`src/rtl/global_parameters.sv`:
```
// Global parameter package shared by the path-history slice.
// Provides the default history geometry (entry count, hash width), the
// checkpoint and fold defaults, and a packed type for one full history.
package global_parameters;

  localparam int PATH_HISTORY_NUM_ENTRIES = 4;
  localparam int PATH_HISTORY_HASH_WIDTH  = 4;
  localparam int PATH_HISTORY_CKPT_DEPTH  = 8;
  localparam int PATH_HISTORY_FOLD_WIDTH  = 12;

  // One history snapshot at the default geometry; index 0 is the newest hash.
  typedef logic [PATH_HISTORY_NUM_ENTRIES-1:0][PATH_HISTORY_HASH_WIDTH-1:0] path_history_t;

endpackage

```
`src/rtl/path_history_ckpt_buffer.sv`:
```
// Checkpoint ring buffer for the speculative path history.
// Holds DEPTH history snapshots and tracks the live window with head/tail
// pointers that carry an extra wrap bit, so full and empty stay distinct.
// Ports:
//   clk, rst       clock, synchronous active-high reset
//   alloc          request a new checkpoint holding snapshot
//   snapshot       history captured on an accepted allocation
//   retire         free the oldest live checkpoint
//   recover        roll tail back to just past recover_tag
//   recover_tag    checkpoint being restored
//   ready          a slot is free (registered state only)
//   tag            slot the next accepted allocation receives
//   count          number of live checkpoints
//   recover_data   snapshot stored at recover_tag
module path_history_ckpt_buffer #(
  parameter int DEPTH      = 8,
  parameter int DATA_WIDTH = 16
) (
  input  logic                       clk,
  input  logic                       rst,
  input  logic                       alloc,
  input  logic [DATA_WIDTH-1:0]      snapshot,
  input  logic                       retire,
  input  logic                       recover,
  input  logic [$clog2(DEPTH)-1:0]   recover_tag,
  output logic                       ready,
  output logic [$clog2(DEPTH)-1:0]   tag,
  output logic [$clog2(DEPTH):0]     count,
  output logic [DATA_WIDTH-1:0]      recover_data
);

  localparam int TW = $clog2(DEPTH);
  localparam logic [TW:0] FULL = (TW + 1)'(DEPTH);
  localparam logic [TW:0] ONE  = (TW + 1)'(1);

  logic [TW:0]           head;
  logic [TW:0]           tail;
  logic [DATA_WIDTH-1:0] mem [DEPTH];
  logic [TW-1:0]         recover_offset;
  logic [TW:0]           recover_tail;
  logic                  do_alloc;
  logic                  do_retire;

  // With a wrap bit on each pointer the plain difference is the occupancy.
  assign count = tail - head;
  assign ready = (count != FULL);
  assign tag   = tail[TW-1:0];

  assign do_alloc  = alloc && ready && !recover && !rst;
  assign do_retire = retire && (count != '0);

  // Rebuild the wrap bit for the new tail by walking forward from head:
  // recover_tag sits recover_offset slots past head, and stays live.
  assign recover_offset = recover_tag - head[TW-1:0];
  assign recover_tail   = head + {1'b0, recover_offset} + ONE;

  // NOTE: sequential state is written with non-blocking assignments only, so
  // every flop samples the pre-edge values regardless of statement order.
  always_ff @(posedge clk) begin
    if (rst) begin
      head <= '0;
      tail <= '0;
    end else begin
      if (do_retire) head <= head + ONE;
      if (recover)        tail <= recover_tail;
      else if (do_alloc)  tail <= tail + ONE;
    end
  end

  // NOTE: the snapshot array has no reset; occupancy is tracked purely by the
  // pointers, so stale contents are never observable and the array can map
  // onto plain RAM.
  always_ff @(posedge clk) begin
    if (do_alloc) mem[tail[TW-1:0]] <= snapshot;
  end

  assign recover_data = mem[recover_tag];

endmodule

```
`src/rtl/speculative_path_history.sv`:
```
// Speculative path history with checkpoint/recover support.
// Keeps a shift register of PC hashes (index 0 newest), snapshots it into a
// checkpoint buffer on request, restores it on misprediction recovery and
// exposes an XOR-folded compression of the whole history.
// Ports:
//   clk, rst                          clock, synchronous active-high reset
//   update_valid, new_pc_hash         shift a new hash into the history
//   ckpt_alloc, ckpt_ready, ckpt_tag  checkpoint allocation handshake
//   retire_valid                      free the oldest checkpoint
//   recover_valid, recover_tag        restore history from a checkpoint
//   recover_hash_valid, recover_hash  corrected-path hash shifted after restore
//   path_history_out                  current speculative history
//   folded_history_out                XOR fold of path_history_out
//   ckpt_count                        number of live checkpoints
module speculative_path_history
  import global_parameters::*;
#(
  parameter int NUM_ENTRIES = PATH_HISTORY_NUM_ENTRIES,
  parameter int HASH_WIDTH  = PATH_HISTORY_HASH_WIDTH,
  parameter int CKPT_DEPTH  = 8,
  parameter int FOLD_WIDTH  = 12
) (
  input  logic                                  clk,
  input  logic                                  rst,
  input  logic                                  update_valid,
  input  logic [HASH_WIDTH-1:0]                 new_pc_hash,
  input  logic                                  ckpt_alloc,
  output logic                                  ckpt_ready,
  output logic [$clog2(CKPT_DEPTH)-1:0]         ckpt_tag,
  input  logic                                  retire_valid,
  input  logic                                  recover_valid,
  input  logic [$clog2(CKPT_DEPTH)-1:0]         recover_tag,
  input  logic                                  recover_hash_valid,
  input  logic [HASH_WIDTH-1:0]                 recover_hash,
  output logic [NUM_ENTRIES-1:0][HASH_WIDTH-1:0] path_history_out,
  output logic [FOLD_WIDTH-1:0]                 folded_history_out,
  output logic [$clog2(CKPT_DEPTH):0]           ckpt_count
);

  localparam int TOTAL_WIDTH = NUM_ENTRIES * HASH_WIDTH;
  localparam int NUM_CHUNKS  = (TOTAL_WIDTH + FOLD_WIDTH - 1) / FOLD_WIDTH;
  localparam int PAD_WIDTH   = NUM_CHUNKS * FOLD_WIDTH;

  logic [NUM_ENTRIES-1:0][HASH_WIDTH-1:0] history;
  logic [NUM_ENTRIES-1:0][HASH_WIDTH-1:0] history_next;
  logic [NUM_ENTRIES-1:0][HASH_WIDTH-1:0] restored;
  logic [TOTAL_WIDTH-1:0]                 restored_flat;
  logic [PAD_WIDTH-1:0]                   padded;
  logic [FOLD_WIDTH-1:0]                  fold;

  path_history_ckpt_buffer #(
    .DEPTH      (CKPT_DEPTH),
    .DATA_WIDTH (TOTAL_WIDTH)
  ) u_ckpt (
    .clk          (clk),
    .rst          (rst),
    .alloc        (ckpt_alloc),
    .snapshot     (history),
    .retire       (retire_valid),
    .recover      (recover_valid),
    .recover_tag  (recover_tag),
    .ready        (ckpt_ready),
    .tag          (ckpt_tag),
    .count        (ckpt_count),
    .recover_data (restored_flat)
  );

  assign restored = restored_flat;

  // Recovery wins outright: the same-cycle speculative update belongs to the
  // squashed path and is dropped.
  // NOTE: each always_comb output gets a default first, so no path can leave
  // it unassigned and infer a latch.
  always_comb begin
    history_next = history;
    if (recover_valid) begin
      if (recover_hash_valid) history_next = {restored[NUM_ENTRIES-2:0], recover_hash};
      else                    history_next = restored;
    end else if (update_valid) begin
      history_next = {history[NUM_ENTRIES-2:0], new_pc_hash};
    end
  end

  always_ff @(posedge clk) begin
    if (rst) history <= '0;
    else     history <= history_next;
  end

  // Zero-pad the flattened history up to a whole number of chunks, then XOR
  // the chunks together.
  always_comb begin
    padded = '0;
    padded[TOTAL_WIDTH-1:0] = history;
    fold = '0;
    for (int i = 0; i < NUM_CHUNKS; i++) fold ^= padded[i*FOLD_WIDTH +: FOLD_WIDTH];
  end

  assign path_history_out   = history;
  assign folded_history_out = fold;

endmodule

```
`config.mk`:
```
export PLATFORM = sky130hd
export DESIGN_NAME = speculative_path_history
export DESIGN_NICKNAME = d
export VERILOG_FILES = /design/src/rtl/global_parameters.sv /design/src/rtl/path_history_ckpt_buffer.sv /design/src/rtl/speculative_path_history.sv
export SDC_FILE = /design/constraint.sdc
export NUM_CORES = 1
export LEC_CHECK = 0
export ABC_AREA = 1
export CORE_AREA = 4 4 120 122
export CTS_CLUSTER_DIAMETER = 30
export CTS_CLUSTER_SIZE = 24
export DETAILED_ROUTE_END_ITERATION = 7
export DIE_AREA = 0 0 124 126
export PLACE_DENSITY = 0.81
export SLEW_MARGIN = 20
export SYNTH_ARGS = -nofsm -noshare
export SYNTH_HDL_FRONTEND = slang
export SYNTH_SLANG_ARGS = --single-unit
```
`constraint.sdc`:
```
create_clock -name clk -period 5.25 [get_ports clk]
set_input_delay 1.05 -clock clk [delete_from_list [all_inputs] [get_ports clk]]
set_output_delay 1.05 -clock clk [all_outputs]
set_load 0.03 [all_outputs]
```
After elaboration in Yosys (flattened, before gate mapping)

Memories as Yosys holds them, arrays and structs flattened.
Index checks and enable logic that the tools add are counted.

Memory bits (writable): 128
Memories: 1
Register bits: 24

Bitwise logic cells: 1
Mux-type cells: 7
Add/subtract/negate cells: 6
Reductions and logical operators: 9
Eq/ne operators: 1

Memory list:

| name       | depth | bits a word | rd ports | clocked after Yosys merged registers in | wr ports | RTL line                       | source |
|---|---|---|---|---|---|---|---|
| u_ckpt.mem | 8     | 16          | 1        | 0                                       | 1        | path_history_ckpt_buffer.sv:38 | `logic [DATA_WIDTH-1:0] mem [DEPTH];` |

Operators with widths:

| kind                  | count |
|---|---|
| $mux W16              | 3 |
| $add A4 B1 Y4 const B | 3 |
| $xor A12 B4 Y12       | 1 |
| $mux W4               | 2 |
| $add A4 B3 Y4         | 1 |
| $logic_and A1 B1 Y1   | 4 |
| $ne A4 B4 Y1 const B  | 1 |
| $reduce_bool A2 Y1    | 2 |
| $reduce_bool A4 Y1    | 1 |
| $sub A4 B4 Y4         | 1 |
| $sub A3 B3 Y3         | 1 |
| $logic_not A1 Y1      | 2 |
| $mux W1               | 2 |

Longest topological paths before layout

Depth in word-level cells: 7
Gate-level depth with buffers: 17

Hierarchy

Synthesis repeated with hierarchy kept, for this count alone.

Cells, all modules: 681
Area, all modules: 6985.4 sq um

By module, submodules not included:

| module                   | times used | area an instance (sq um) | sequential area each (sq um) | cells an instance |
|---|---|---|---|---|
| path_history_ckpt_buffer | 1          | 5835.6                   | 4003.8                       | 491 |
| speculative_path_history | 1          | 1149.9                   | 320.3                        | 190 |

Least setup slack after synthesis

Ideal clock, no wire load.

Path kind: register -> register
From: reg u_ckpt.tail[0]
To: mem u_ckpt.mem[7][0], enable pin
Library setup time: 0.430 ns
Arrival: 3.676 ns
Clock period less this slack: 4.106 ns
Buffers on the path: 0
Data required time: 4.820 ns
Path slack: 1.144 ns
Cell stages (with the launch flop): 10
Path through: dfxtp_1 > inv_1 > ha_1 > inv_1 > fa_1 > xor2_1 > nor2_1 > nand3_1 > nand2_2 > nor4_1

Word-level cells in the longest chain between the ends: 7

Ends and longest elaborated chain:

| what                             | RTL line                       | source |
|---|---|---|
| from (decl)                      | path_history_ckpt_buffer.sv:37 | `logic [TW:0] tail;` |
| from (signal assigned)           | path_history_ckpt_buffer.sv:65 | `if (recover) tail <= recover_tail;` |
| from (signal assigned)           | path_history_ckpt_buffer.sv:66 | `else if (do_alloc) tail <= tail + ONE;` |
| $sub A4 B4 Y4                    | path_history_ckpt_buffer.sv:45 | `assign count = tail - head;` |
| via ckpt_count[2]                | speculative_path_history.sv:37 | `output logic [$clog2(CKPT_DEPTH):0] ckpt_count` |
| $ne A4 B4 Y1                     | path_history_ckpt_buffer.sv:46 | `assign ready = (count != FULL);` |
| via ckpt_ready                   | speculative_path_history.sv:28 | `output logic ckpt_ready,` |
| $logic_and A1 B1 Y1 (3 in a row) | path_history_ckpt_buffer.sv:49 | `assign do_alloc = alloc && ready && !recover && !rst;` |
| $mux W1                          | path_history_ckpt_buffer.sv:74 | `if (do_alloc) mem[tail[TW-1:0]] <= snapshot;` |
| $mux W1 (implied by the code)    | path_history_ckpt_buffer.sv:74 |  |
| to (decl)                        | path_history_ckpt_buffer.sv:38 |  |

The timed path passes the listed nets, and every way through them passes these cells.

Worst setup path after layout

From: reg u_ckpt.tail[0]
To: out ckpt_ready

Word-level cells in the longest chain between the ends: 2

Ends and longest elaborated chain:

| what          | RTL line |
|---|---|
| $sub A4 B4 Y4 | path_history_ckpt_buffer.sv:45 |
| $ne A4 B4 Y1  | path_history_ckpt_buffer.sv:46 |
| to (decl)     | speculative_path_history.sv:28 |

No other way between the ends.

==> impl_metrics.tcl <==
set metrics [dict create \
    peakVddDrop_uv 282 \
    worstPathMaxFanout 5 \
    insertedDiodeCount 0 \
    tns_ns 0 \
    nets 798 \
    ys_seq_elements 152 \
    path_clk_slew_ns 0.06 \
    end_kind "output port" \
    io_pins 54 \
    root_buffer "clkbuf_16" \
    gp_congestion 0.904 \
    finalWirelength_um 17000 \
    cts_resized 0 \
    worst_pin_slew_ns 1.09 \
    holdPathEnd "u_ckpt.tail[0]" \
    hold_depth 2 \
    finalCritPeriodShare_pct 75.3 \
    fillers 1003 \
    post-route-util_pct 62.6 \
    h-tree-depth 4 \
    io_buffers 53 \
    die_h_um 126 \
    ant_nets 0 \
    status "completed" \
    crit_arrival_ns 2.90 \
    synth-main-ff-cell "edfxtp_1" \
    period_needed_ns 3.95 \
    yosysTopAreaCell "edfxtp_1" \
    firstDrtPassIters 5 \
    synth_common_cells "nand2_1, edfxtp_1, nand3_1, inv_1, nor2_1" \
    core_area_sq_mm 0.0132 \
    die-width_um 124 \
    synth_top_cell_area_share_pct 54.5 \
    postCtsSetupBuffers 0 \
    initial_core_util_pct 53.5 \
    cts.sinks 152 \
    dieArea_sq_mm 0.0156 \
    r2r_start "u_ckpt.tail[0]" \
    gr-total-overflow 0 \
    synth.yosys.warnings 0 \
    place_area_sq_mm 0.00762 \
    yosysUniqueCellTypes 28 \
    syn_avg_cell_area_sq_um 9.61 \
    synthCells 734 \
    cts_buffer_depth 2 \
    post_route_cells_drive_above_1_share_pct 6.66 \
    final_max_slew_viol_count 0 \
    hold_viol 0 \
    syn-cell-area_sq_mm 0.00705 \
    num_vias 5230 \
    finalClockSkew_ns 0.00886 \
    syn_to_final_growth_pct 17.1 \
    synth_most_common_cell "nand2_1" \
    r2r-end "u_ckpt.mem[4][5]" \
    via_per_inst 5.46 \
    ff2ff_setup_slack_ns 2.05 \
    fmax_mhz 253 \
    crit_required_ns 4.20 \
    cts_tree "done" \
    max-cap-violations 0 \
    use_met2_pct 35.2 \
    p_per_area_mw_per_mm2 395 \
    drt-initial-drc-count 513 \
    hold_class "flip-flop to flip-flop" \
    dp_hpwl_um 10000 \
    grt_setup_unrepaired "false" \
    ff2ff_path_depth 9 \
    drc 0 \
    gr-usage-all-layers_pct 22.9 \
    final_area_sq_mm 0.00826 \
    synth_seq_area_share_pct 61.3 \
    cts_buffers 17 \
    hold_start "u_ckpt.tail[0]" \
    path_class "flip-flop to output port" \
    startpoint_type "flip-flop" \
    met1_usage_pct 30.7 \
    num_rows 42 \
    synthArstFlopShare_pct 0 \
    grt_max_degree 73 \
    use_met3_pct 5.34 \
    insertion_delay_ns 0.43 \
    cts_hold_buf 0 \
    grt_pass1_vias 5301 \
    synth.area.top_cells "edfxtp_1, nand2_1, nand3_1" \
    max_slew_margin_pct 27.6 \
    synth-edff-count 128 \
    wl_per_cell_um 17.8 \
    grt_pass1_wl_um 27000 \
    antenna_found_initial 0 \
    syn_nets 764 \
    setup_viol 0 \
    busiest_layer "met2" \
    p_leak_nw 3.38 \
]
-- cell families (layout without fill, tap and decap cells) --
family / count (synthesis) / in the layout / synth area share [%]
compound gates: 58 / 58 / 4.35
xor+xnor: 13 / 13 / 1.61
fa+ha+maj: 12 / 12 / 2.45
buf+inv: 137 / 184 / 8.66
flops: 152 / 152 / 61.3
simple gates: 362 / 362 / 21.6
-- report_power, final --
part | switching [mW] | internal, mW
registers | 0.0599 | 1.36
clock network | 0.487 | 0.796
logic | 0.350 | 0.204
-- sequential cells by signal (all words and copies together) (netlist names) --
name and count:
u_ckpt.mem 128, path_history_out 16, u_ckpt.head 4, u_ckpt.tail 4
-- critical path, cell delays in order (launching register included) --
cell             delay, ns
dfxtp_1               0.41
inv_1                 0.13
ha_1                  0.21
inv_1                 0.08
fa_1                  0.44
or2_0                 0.23
nor2_1                0.15
nand3_1               0.18
clkdlybuf4s50_1       0.64
-- stage by stage --
| step | setup WS (ns) | hold WS [ns] | power (mW) | std cells |
|---|---|---|---|---|
| 2_1_floorplan | 1.14 | 0.489 | 1.80 | 734 |
| 3_3_place_gp | 1.47 | 0.536 | 1.98 | 925 |
| 3_5_place_dp | 1.40 | 0.541 | 1.99 | 925 |
| 4_1_cts | 1.32 | 0.561 | 3.26 | 957 |
| 5_1_grt | 1.15 | 0.598 | 3.37 | 957 |
| 6_report | 1.30 | 0.573 | 3.26 | 957 |
-- layout by cell type (no fill, tap or decap), types with 2 or more instances in the layout --
cell type / netlist / layout
nand2_1: 200 / 200
xor2_1: 8 / 8
nor2_4: 0 / 3
fa_1: 3 / 3
a21oi_1: 31 / 31
inv_6: 0 / 2
nor2_2: 0 / 3
o31ai_1: 3 / 3
ha_1: 9 / 9
edfxtp_1: 128 / 128
buf_4: 14 / 9
nand3_1: 119 / 119
xnor2_1: 5 / 5
bufinv_16: 0 / 4
clkdlybuf4s50_1: 0 / 52
or2_2: 2 / 2
o21ai_0: 21 / 21
dfxtp_1: 24 / 24
clkinv_4: 0 / 5
inv_1: 87 / 87
clkinv_1: 2 / 5
clkbuf_16: 0 / 17
nor2_1: 36 / 30
-- metal layers --
| metal | vias up | part of all wire (%) |
|---|---|---|
| met5 | - | 0 |
| met4 | 0 | 2.9 |
| met3 | 38 | 8.0 |
| met2 | 282 | 47 |
| met1 | 2423 | 42 |
| li1 | 2487 | - |
-- worst max path at each step --
stage	startpoint	to	slack [ns]	cells past startpoint
CTS	u_ckpt.tail[0]	ckpt_ready	1.32	8
finish	u_ckpt.tail[0]	ckpt_ready	1.30	8
floorplan	u_ckpt.tail[0]	u_ckpt.mem[7][0]	1.14	9
global route	u_ckpt.tail[0]	ckpt_ready	1.15	8
global placement	recover_valid	u_ckpt.mem[2][4]	1.47	7
detailed placement	recover_valid	u_ckpt.mem[2][10]	1.40	7
-- layout make-up --
class	count	area, sq um	share of cell area (%)
multi-input cells	445	2160	26.1
repair buffers	62	593	7.18
clock inverters	15	200	2.42
clock buffers	17	425	5.15
inverters	90	338	4.09
well taps	176	220	2.67
flip-flops and latches	152	4320	52.4
Power figures use the tool's default switching activity.
